<file path="src/rtl/psram_arbiter.sv">
// rtl/psram_arbiter.sv - two-port arbiter sharing one PSRAM controller
//
// Purpose: turns two level req/ack requesters (A, B) into the controller's
// one-cycle read/write pulse + busy protocol. Round-robin or fixed A priority,
// with a per-transaction busy timeout that acks with an error.
// Ports:
//   clk, reset             controller clock, synchronous active-high reset
//   a_*/b_*                requester ports: req/we/byte/addr/wdata in,
//                          rdata/ack/err out (ack is a one-cycle pulse)
//   mem_read/mem_write     one-cycle command pulses to the controller
//   mem_byte_write, mem_addr, mem_din   latched command fields
//   mem_dout, mem_busy     controller read data and busy
// Optional: define PSRAM_ARB_STATS_EN to add stat_a_cnt, stat_b_cnt,
//   stat_timeout_cnt and stat_max_wait (saturating, cleared by reset).
module psram_arbiter #(
  parameter int FIXED_PRIO = 0,
  parameter int TIMEOUT    = 31
) (
  input  logic        clk,
  input  logic        reset,
  input  logic        a_req,
  input  logic        a_we,
  input  logic        a_byte,
  input  logic [21:0] a_addr,
  input  logic [15:0] a_wdata,
  output logic [15:0] a_rdata,
  output logic        a_ack,
  output logic        a_err,
  input  logic        b_req,
  input  logic        b_we,
  input  logic        b_byte,
  input  logic [21:0] b_addr,
  input  logic [15:0] b_wdata,
  output logic [15:0] b_rdata,
  output logic        b_ack,
  output logic        b_err,
  output logic        mem_read,
  output logic        mem_write,
  output logic        mem_byte_write,
  output logic [21:0] mem_addr,
  output logic [15:0] mem_din,
  input  logic [15:0] mem_dout,
  input  logic        mem_busy
`ifdef PSRAM_ARB_STATS_EN
  ,
  output logic [23:0] stat_a_cnt,
  output logic [23:0] stat_b_cnt,
  output logic [15:0] stat_timeout_cnt,
  output logic [7:0]  stat_max_wait
`endif
);

  typedef enum logic [1:0] {S_IDLE, S_ISSUE, S_WAIT, S_DONE} state_t;

  localparam logic [5:0] TIMEOUT_C = 6'(TIMEOUT);

  state_t      state_q;
  logic        last_b_q;   // 1 = port B held the most recent grant
  logic        sel_b_q;    // port owning the transaction in flight
  logic        we_q;
  logic [5:0]  cnt_q;
  logic        mem_read_q, mem_write_q, mem_byte_q;
  logic [21:0] mem_addr_q;
  logic [15:0] mem_din_q;
  logic [15:0] a_rdata_q, b_rdata_q;
  logic        a_ack_q, b_ack_q, a_err_q, b_err_q;

  logic        grant_b_d;
  logic [5:0]  cnt_d;
  logic        busy_done_d, timeout_d;

  always_comb begin
    grant_b_d = b_req;
    if (a_req && b_req) begin
      grant_b_d = (FIXED_PRIO == 0) ? !last_b_q : 1'b0;
    end
  end

  assign cnt_d = cnt_q + 6'd1;
  // Busy is only meaningful from the second WAIT cycle: the controller
  // raises it one cycle after the command pulse.
  assign busy_done_d = (cnt_q != 6'd0) && !mem_busy;
  assign timeout_d   = !busy_done_d && (cnt_d == TIMEOUT_C);

  always_ff @(posedge clk) begin
    if (reset) begin
      state_q     <= S_IDLE;
      last_b_q    <= 1'b1;
      sel_b_q     <= 1'b0;
      we_q        <= 1'b0;
      cnt_q       <= 6'd0;
      mem_read_q  <= 1'b0;
      mem_write_q <= 1'b0;
      mem_byte_q  <= 1'b0;
      mem_addr_q  <= 22'd0;
      mem_din_q   <= 16'd0;
      a_rdata_q   <= 16'd0;
      b_rdata_q   <= 16'd0;
      a_ack_q     <= 1'b0;
      b_ack_q     <= 1'b0;
      a_err_q     <= 1'b0;
      b_err_q     <= 1'b0;
    end else begin
      mem_read_q  <= 1'b0;
      mem_write_q <= 1'b0;
      a_ack_q     <= 1'b0;
      b_ack_q     <= 1'b0;
      a_err_q     <= 1'b0;
      b_err_q     <= 1'b0;
      case (state_q)
        S_IDLE: begin
          if (!mem_busy && (a_req || b_req)) begin
            sel_b_q    <= grant_b_d;
            last_b_q   <= grant_b_d;
            we_q       <= grant_b_d ? b_we    : a_we;
            mem_byte_q <= grant_b_d ? b_byte  : a_byte;
            mem_addr_q <= grant_b_d ? b_addr  : a_addr;
            mem_din_q  <= grant_b_d ? b_wdata : a_wdata;
            // Pulse registered here so it is high for the ISSUE cycle only.
            mem_write_q <= grant_b_d ? b_we  : a_we;
            mem_read_q  <= grant_b_d ? !b_we : !a_we;
            state_q     <= S_ISSUE;
          end
        end
        S_ISSUE: begin
          cnt_q   <= 6'd0;
          state_q <= S_WAIT;
        end
        S_WAIT: begin
          cnt_q <= cnt_d;
          if (busy_done_d || timeout_d) begin
            // Ack/err/rdata are registered so they are valid during DONE.
            if (sel_b_q) begin
              b_ack_q <= 1'b1;
              b_err_q <= timeout_d;
              if (!we_q) b_rdata_q <= mem_dout;
            end else begin
              a_ack_q <= 1'b1;
              a_err_q <= timeout_d;
              if (!we_q) a_rdata_q <= mem_dout;
            end
            state_q <= S_DONE;
          end
        end
        S_DONE:  state_q <= S_IDLE;
        default: state_q <= S_IDLE;
      endcase
    end
  end

  assign mem_read       = mem_read_q;
  assign mem_write      = mem_write_q;
  assign mem_byte_write = mem_byte_q;
  assign mem_addr       = mem_addr_q;
  assign mem_din        = mem_din_q;
  assign a_rdata        = a_rdata_q;
  assign b_rdata        = b_rdata_q;
  assign a_ack          = a_ack_q;
  assign b_ack          = b_ack_q;
  assign a_err          = a_err_q;
  assign b_err          = b_err_q;

`ifdef PSRAM_ARB_STATS_EN
  logic [23:0] stat_a_q, stat_b_q;
  logic [15:0] stat_to_q;
  logic [7:0]  stat_max_q;

  always_ff @(posedge clk) begin
    if (reset) begin
      stat_a_q   <= 24'd0;
      stat_b_q   <= 24'd0;
      stat_to_q  <= 16'd0;
      stat_max_q <= 8'd0;
    end else begin
      if (a_ack_q && (stat_a_q != 24'hFFFFFF)) stat_a_q <= stat_a_q + 24'd1;
      if (b_ack_q && (stat_b_q != 24'hFFFFFF)) stat_b_q <= stat_b_q + 24'd1;
      if ((a_err_q || b_err_q) && (stat_to_q != 16'hFFFF)) stat_to_q <= stat_to_q + 16'd1;
      if ((state_q == S_WAIT) && ({2'b00, cnt_d} > stat_max_q)) stat_max_q <= {2'b00, cnt_d};
    end
  end

  assign stat_a_cnt       = stat_a_q;
  assign stat_b_cnt       = stat_b_q;
  assign stat_timeout_cnt = stat_to_q;
  assign stat_max_wait    = stat_max_q;
`endif

endmodule

</file>
<file path="config.mk">
export PLATFORM = sky130hd
export DESIGN_NAME = psram_arbiter
export DESIGN_NICKNAME = d
export VERILOG_FILES = /design/src/rtl/psram_arbiter.sv
export SDC_FILE = /design/constraint.sdc
export NUM_CORES = 1
export LEC_CHECK = 0
export ABC_AREA = 1
export CAP_MARGIN = 25
export CORE_MARGIN = 1.5
export CORE_UTILIZATION = 30
export CTS_BUF_LIST = sky130_fd_sc_hd__clkbuf_4 sky130_fd_sc_hd__clkbuf_8
export DETAILED_ROUTE_END_ITERATION = 8
export GPL_TIMING_DRIVEN = 0
export PLACE_DENSITY_LB_ADDON = 0.12
export SYNTH_ARGS = -nofsm -noshare
export SYNTH_HDL_FRONTEND = slang
export SYNTH_SLANG_ARGS = --single-unit
</file>
<file path="constraint.sdc">
create_clock -name clk -period 1.75 [get_ports clk]
set_input_delay 0.175 -clock clk [delete_from_list [all_inputs] [get_ports clk]]
set_output_delay 0.175 -clock clk [all_outputs]
set_load 0.02 [all_outputs]
</file>
* Word level (Yosys, flattened, before mapping)
Index checks and enable logic that the tools add are counted.
** Storage, ports and cells
- Bits in registers :: 88
- Logic and storage cells :: 63
** Operators by class
- Add/sub/neg operators :: 1
- Equal/unequal tests :: 6
- Mux-type cells :: 12
- Bitwise gates (word level) :: 6
- Reduce and logical (&&, ||, !) cells :: 22
** Operator list (number)
- $mux 22 :: 1
- $mux 16 :: 1
- $pmux 6 s2 :: 1
- $pmux 2 s4 :: 1
- $reduce_and 4->1 :: 2
- $reduce_or 4->1 :: 2
- $add 6x1->6 const B :: 1
- $eq 6x5->1 const B :: 1
- $mux 1 :: 6
- $not 1->1 :: 6
- $reduce_bool 6->1 :: 1
- $reduce_or 3->1 :: 2
- $logic_not 1->1 :: 5
- $eq 2x2->1 const B :: 2
- $logic_and 1x1->1 :: 4
- $mux 2 :: 2
- $ne 2x2->1 const B :: 2
- $reduce_and 2->1 :: 2
- $eq 2x1->1 const B :: 1
- $logic_not 2->1 :: 1
- $logic_or 1x1->1 :: 2
- $reduce_bool 2->1 :: 1

* Depth between registers and ports, before layout
Gate-level depths: netlist of run 1.
- Depth in word-level cells :: 7
- Mapped depth :: 12
- Gate-level depth less buffers :: 10

* Worst setup path after synthesis of run 1
Ideal clock, no wire load.
- Kind :: register -> register
- Start point :: register state_q[0]
- End point :: register a_rdata_q[10], in the netlist a_rdata[10]
- Setup time :: 110 ps
- Data arrival time :: 1553 ps
- Data required time :: 1640 ps
- Setup slack :: 87 ps
- Cell stages (with the launch flop) :: 9
- Cell sequence :: dfxtp_1 > inv_1 > ha_1 > inv_1 > nor2_1 > clkbuf_1 > nand4_1 > nand2_1 > nor2_1
** On the way
- Word-level cells in the longest chain between the ends :: 2
** RTL lines
- start: declaration :: line 57 : state_t state_q;
- start signal: assignment :: line 87 : state_q <= S_IDLE;
- start signal: assignment :: line 122 : state_q <= S_ISSUE;
- start signal: assignment :: line 127 : state_q <= S_WAIT;
- $eq 2x2->1 :: line 110 : case (state_q)
- $reduce_and 4->1 (no line)
- end signal: assignment :: line 140 : if (!we_q) a_rdata_q <= mem_dout;
- end: declaration :: line 65 : logic [15:0] a_rdata_q, b_rdata_q;
Every way passes these cells.
A chain may end at the register's enable or synchronous reset.

* Worst setup path after layout of run 1
- Start point :: register cnt_q[0]
- End point :: register a_rdata_q[8], in the netlist a_rdata[8]
** On the way
- Word-level cells in the longest chain between the ends :: 6
- Elaborated cells on any way between the ends :: 8
** RTL lines
- start: declaration :: line 61 : logic [5:0] cnt_q;
- start signal: assignment :: line 130 : cnt_q <= cnt_d;
- branches (longest 4 deep; another with $add 6x1->6)
- $logic_or 1x1->1 * :: line 131 : if (busy_done_d || timeout_d) begin
- $reduce_and 4->1 (no line) *
Mark *: on every way between the ends.

==> run summary, run 1 <==
source-to-sink clock delay at the later pin of the worst-skew pair = 360 ps
Synth-to-Final Area Change = 59.42%
count of unique library cells instantiated by Yosys = 26
largest net degree at the start of global routing = 13
Post-synth ARST share = 0%
total of buffers placed on input and output ports = 176
cts bufs inserted = 9
Post-synth EDFFs = 0
total via count in the routed design = 4405
synthesized area per cell = 6.955 um2
Floorplan Core Area = 0.01330 mm2
cell area reported after detailed placement = 0.006092 mm2
number of standard-cell rows in the floorplan = 42
maximum clock skew at final layout = 4.593 ps
remaining routing DRC violations = 0
nets in the synthesized netlist = 698
Final Wtd Congestion = 0.8112
final max-slew violation count = 0
number of DRC violations after detailed-routing iteration 0 = 174
Max VDD drop = 558.5 uV
Hold Crit Class = primary input to flip-flop
wire length after detailed routing = 13180 um
die outline area = 0.01441 mm2
static leakage = 0.002770 uW
class of the most critical setup path = flip-flop to flip-flop
Finish-stage setup viols = 0
total of flip-flops plus latches after synthesis = 88
worst hold slack = 249.9 ps
Data arrival, critical path = 2020 ps
first-pass GRT wire length = 21270 um
final standard cell area without fillers = 0.006553 mm2
cells traversed along the worst timing path = ha_4 -> or2_1 -> nand3_2 -> nor2_2 -> nand3_2 -> nand2_4 -> nand3_4 -> clkbuf_16 -> nand2_2 -> inv_1 -> nor2_1
summed negative setup slack over all endpoints = 0 ps
library cell contributing the largest single delay on the critical path = dfxtp_4
routed length per instance = 13.65 um
clock-pin slew on the worst setup and hold paths = 80 ps
Total GRT Usage = 18.37%
unrepaired setup endpoints after global routing = yes
Bufs on Longest Clock Path = 2
period utilisation layout = 98.18%
Inserted Diodes = 0
starting density of the core = 30.91%
CTS sink cnt = 88
share of layout cells above drive strength 1 = 13.80%
# IOs = 178
most used flip-flop cell after synthesis = dfxtp_1
run status = complete, no violations
antenna violations before repair = 0
cell class contributing the biggest share of worst-path delay = simple AND/OR/NAND/NOR gates
final global-route overflow total = 0
share of the synthesized area in the top cell type = 42.86%
cell area after synthesis = 0.004110 mm2
kind of end point of the critical path = flip-flop
crit path max fanout = 7
dominant cell type by count on the critical path = nand3_2
Worst setup SP type = flip-flop
register area share after synthesis = 42.86%
final core utilization = 49.28%
count of max-cap constraint violations = 0
die span in y = 120.1 um
setup slack of the worst register-to-register path = 30 ps
WP data required = 2050 ps
largest cells by area after synthesis = dfxtp_1 43%, a21oi_1 11%, nand2_1 10%
clk root buf = clkbuf_8
cells after synthesis = 591
synth warn = 0
Hold-fix buffers, CTS = 0
routed vias/inst = 4.560
areal power density over the cells = 915.7 mW/mm2
relative max-transition margin = 65.94%
Max Freq = 582.0 MHz
transition time at the pin with the least slew margin = 510.8 ps
Routed Antenna Nets = 0
Slowest Stage Delay on Critical Path = 390 ps
total iterations of the first detailed-routing run = 4
number of nets in the layout = 894
largest area contributor in the netlist = dfxtp_1
clock tree from TritonCTS = done
half-perimeter wire length after detailed placement = 9731 um
horizontal die dimension = 120.1 um
vias in the first global route = 4432
count of buffering cells on the critical path with inverters included = 2
count of endpoints failing hold in the final timing report = 0
min Tclk post-route = 1718 ps
H-tree Lvls = 3
[path summary, 6_finish.rpt]
path	startpoint	end	depth (start not counted)
max	cnt_q[0]	a_rdata[8]	11
min	reset	cnt_q[2]	2
max reg2reg	cnt_q[0]	a_rdata[8]	11
min reg2reg	last_b_q	last_b_q	2
[stage by stage]
stage | cells | setup WS, ps | total power, uW
after detailed placement | 943 | -567.8 | 4667
after floorplan | 591 | 87.05 | 3655
after CTS | 961 | 7.386 | 6019
final | 966 | 31.81 | 6000
after global routing | 966 | -65.38 | 6392
after global placement | 943 | -550.8 | 4638
[power breakdown]
| group | leakage (uW) | internal (uW) | switching (uW) |
|---|---|---|---|
| Combinational | 0.00196 | 963 | 1330 |
| Clock | 0.0000896 | 587 | 700 |
| Sequential | 0.000719 | 2270 | 147 |
| Total | 0.00277 | 3820 | 2180 |
[state kept, by name, summed over array words and instances, names as in the netlist, 2 cells and up]
| register | count |
|---|---|
| mem_addr | 22 |
| a_rdata | 16 |
| b_rdata | 16 |
| mem_din | 16 |
| cnt_q | 6 |
| state_q | 2 |
[cell usage after synthesis (6+ instances only)]
cell type / n
inv_1: 95
o21ai_0: 41
nand3_1: 12
clkbuf_1: 25
nand2_2: 20
a21oi_1: 88
nand2_1: 111
ha_1: 6
nand4_1: 33
nor2_1: 44
dfxtp_1: 88
[kinds of logic after synthesis]
group,after synthesis,share of synthesized area [%]
xor+xnor,1,0.3958
buf+inv,136,13.00
simple gates,228,25.69
compound gates,132,16.23
fa+ha+maj,6,1.826
flops,88,42.86
[per-layer routing]
metal / GRT usage [%] / vias to the layer above / routed length [um] / part of all wire, %
li1: - / 2266 / - / -
met1: 21.72 / 1983 / 5632 / 43
met2: 30.61 / 144 / 6245 / 47
met3: 7.842 / 12 / 1168 / 8.9
met4: 4.613 / 0 / 136 / 1.0
met5: 0 / - / 0 / 0
[what timing repair did]
action / CTS / global route
gates cloned: 0 / 2
pin swaps: 3 / 28
gates resized for setup: 15 / 71
setup endpoints to repair: 73 / 81
buffers inserted: 4 / 3
[cell type report]
type                       instances  area [um2]
multi-input combinational        367        1949
fill                            1328        6743
clock buffer                      13       160.2
clock inverter                     1       5.005
tap                              176       220.2
sequential                        88        1770
buffer                            36       202.7
inverter                         100       376.6
timing repair buffer             185        1868
[layout by cell type, fill, tap and decap left out, types with 3 or more instances in the layout]
master	count
clkbuf_1	14
clkbuf_4	3
ha_1	4
nand2_1	108
nand3_2	3
clkbuf_8	10
inv_2	18
dfxtp_1	85
inv_1	80
nand4_1	33
buf_4	9
clkdlybuf4s50_1	176
a21oi_1	86
nand3_1	10
nor2_1	35
o21ai_0	41
nor2_2	7
buf_2	3
clkbuf_2	10
nand3_4	3
buf_1	3
nand2_4	12
nand2_2	12
Power figures use the tool's default switching activity.
==> run 2, diff against run 1 <==
--- a/config.mk
+++ b/config.mk
@@ -7,7 +7,7 @@
 export LEC_CHECK = 0
 export ABC_AREA = 1
 export CAP_MARGIN = 25
-export CORE_MARGIN = 1.5
+export CORE_MARGIN = 2
 export CORE_UTILIZATION = 30
 export CTS_BUF_LIST = sky130_fd_sc_hd__clkbuf_4 sky130_fd_sc_hd__clkbuf_8
 export DETAILED_ROUTE_END_ITERATION = 8
==> run summary, run 2 (synthesis results as in run 1) <==
Max VDD drop = 600.0 uV (+7.4%)
cells traversed along the worst timing path = ha_4 -> or2_1 -> nand3_1 -> nor2_2 -> nand3_2 -> nand2_4 -> buf_4 -> nand4_1 -> nand2_1 -> nor2_1
# IOs = 178 (unchanged)
maximum clock skew at final layout = 9.282 ps (+4.689 ps)
reg2reg path depth = 10 (-1)
class of the most critical setup path = flip-flop to flip-flop
half-perimeter wire length after detailed placement = 9964 um (+2.4%)
kind of end point of the critical path = flip-flop
final standard cell area without fillers = 0.006422 mm2 (-2.0%)
most used cells in the layout excluding fill and tap cells = 176 x clkdlybuf4s50_1, 109 x nand2_1, 94 x inv_1, 88 x a21oi_1, 86 x dfxtp_1
number of nets in the layout = 891 (-0.34%)
period utilisation layout = 94.02% (-4.2 points)
count of endpoints failing hold in the final timing report = 0 (unchanged)
areal power density over the cells = 940.7 mW/mm2 (+2.7%)
Bufs on Longest Clock Path = 2 (unchanged)
relative max-transition margin = 65.64% (-0.31 points)
Hold-fix buffers, CTS = 0 (unchanged)
clock tree from TritonCTS = done
wire length after detailed routing = 13000 um (-1.4%)
remaining routing DRC violations = 0 (unchanged)
die span in y = 121.1 um (+0.83%)
total via count in the routed design = 4395 (-0.23%)
die outline area = 0.01465 mm2 (+1.7%)
pre-CTS worst setup slack = -476.9 ps (+90.84 ps)
routed vias/inst = 4.569 (+0.19%)
Inserted Diodes = 0 (unchanged)
final-layout fill cell count = 1333 (+0.38%)
Hold Crit Class = primary input to flip-flop
count of max-cap constraint violations = 0 (unchanged)
static leakage = 0.002706 uW (-2.3%)
transition time at the pin with the least slew margin = 515.5 ps (+4.641 ps)
Data arrival, critical path = 1910 ps (-110 ps)
cell area reported after detailed placement = 0.006092 mm2 (unchanged)
clk root buf = clkbuf_8
crit path max fanout = 10 (+3)
most frequent standard cell in the layout excluding fill and tap cells = clkdlybuf4s50_1
WP data required = 2020 ps (-30 ps)
final core utilization = 48.31% (-0.98 points)
Reg-to-Reg Start = cnt_q[0]
number of flip-flops under the largest register name = 22 (unchanged)
startpoint of the lowest-slack hold path = reset
library cell contributing the largest single delay on the critical path = dfxtp_4
Synth-to-Final Area Change = 56.26%
total of buffers placed on input and output ports = 176 (unchanged)
routed length per instance = 13.52 um (-0.96%)
vias in the first global route = 4499 (+1.5%)
total iterations of the first detailed-routing run = 4 (unchanged)
cts bufs inserted = 9 (unchanged)
starting density of the core = 30.91% (unchanged)
min Tclk post-route = 1645 ps (-72.92 ps)
CTS sink cnt = 88 (unchanged)
Max Freq = 607.8 MHz (+4.4%)
Tot Pwr = 6042 uW (+0.69%)
Worst Hold Depth = 2 (unchanged)
source-to-sink clock delay at the later pin of the worst-skew pair = 370 ps (about the same)
Slowest Stage Delay on Critical Path = 390 ps (about the same)
final setup margin = 104.7 ps (+72.92 ps)
clock-pin slew on the worst setup and hold paths = 80 ps (about the same)
Floorplan Core Area = 0.01330 mm2 (unchanged)
number of DRC violations after detailed-routing iteration 0 = 140 (-20%)
run status = complete, no violations
Final Wtd Congestion = 0.8110 (about the same)
share of layout cells above drive strength 1 = 9.924% (-3.9 points)
antenna violations before repair = 0 (unchanged)
final global-route overflow total = 0 (unchanged)
unrepaired setup endpoints after global routing = yes
Finish-stage setup viols = 0 (unchanged)
number of standard-cell rows in the floorplan = 42 (unchanged)
launching instance or port of the critical path = cnt_q[0]
Total GRT Usage = 18.11% (-0.26 points)
H-tree Lvls = 3 (unchanged)
Routed Antenna Nets = 0 (unchanged)
final max-slew violation count = 0 (unchanged)
largest net degree at the start of global routing = 13 (unchanged)
first-pass GRT wire length = 21030 um (-1.1%)
summed negative setup slack over all endpoints = 0 ps (unchanged)
horizontal die dimension = 121.1 um (+0.83%)
Worst setup SP type = flip-flop
-- run 2: cell types whose count changed in the layout (fill, tap and decap cells not counted), moves of 3 or more --
cell,before,now
inv_2,18,4
buf_4,9,6
nor2_1,35,40
clkbuf_4,3,0
inv_1,80,94
clkbuf_8,10,13
nand2_4,12,1
nor2_2,7,1
nand2_2,12,22
-- run 2: per-stage QoR --
stage | hold WS, ps | cells
2_1_floorplan | 321.6 | 591
3_3_place_gp | 467.4 | 943
3_5_place_dp | 481.2 | 943
4_1_cts | 221.3 | 958
5_1_grt | 240.0 | 962
6_report | 220.3 | 962
-- run 2: path summary, 6_finish.rpt --
path | to | slack, ps
worst max-delay path | a_rdata[13] | 100
worst max register to register | a_rdata[13] | 100
worst min register to register | last_b_q | 490
worst min-delay path | sel_b_q | 220
-- run 2: area by class of cell --
cell class                      instances  area, um2  share of cell area [%]
Tap cell                              176      220.2                   3.429
Inverter                              100      376.6                   5.864
Timing Repair Buffer                  182       1822                   28.37
Sequential cell                        88       1769                   27.55
Multi-Input combinational cell        367       1869                   29.11
Clock buffer                           13      178.9                   2.786
Buffer                                 36      186.4                   2.903
-- run 2: worst max-delay path: cells and delay by family (launching register included) --
kind          cells  cell delay, ps
fa+ha+maj         1             150
buf+inv           1             190
flops             1             390
simple gates      8             820
-- run 2: what timing repair did --
item / 4_1_cts / 5_1_grt
resized for setup: 16 / 29
pin swaps: 2 / 6
setup endpoints to repair: 72 / 81
buffers inserted: 2 / 4
-- run 2: routing by layer --
metal	vias to the layer above	global-route usage, %	wire [um]
met4	0	8.503	345
met2	169	30.02	5958
li1	2264	-	-
met1	1935	20.68	5479
met5	-	0	0
met3	27	6.532	1220
-- run 2: report_power, final --
part	internal, uW	switching, uW
combinational	956	1320
clock	649	697
sequential	2270	146
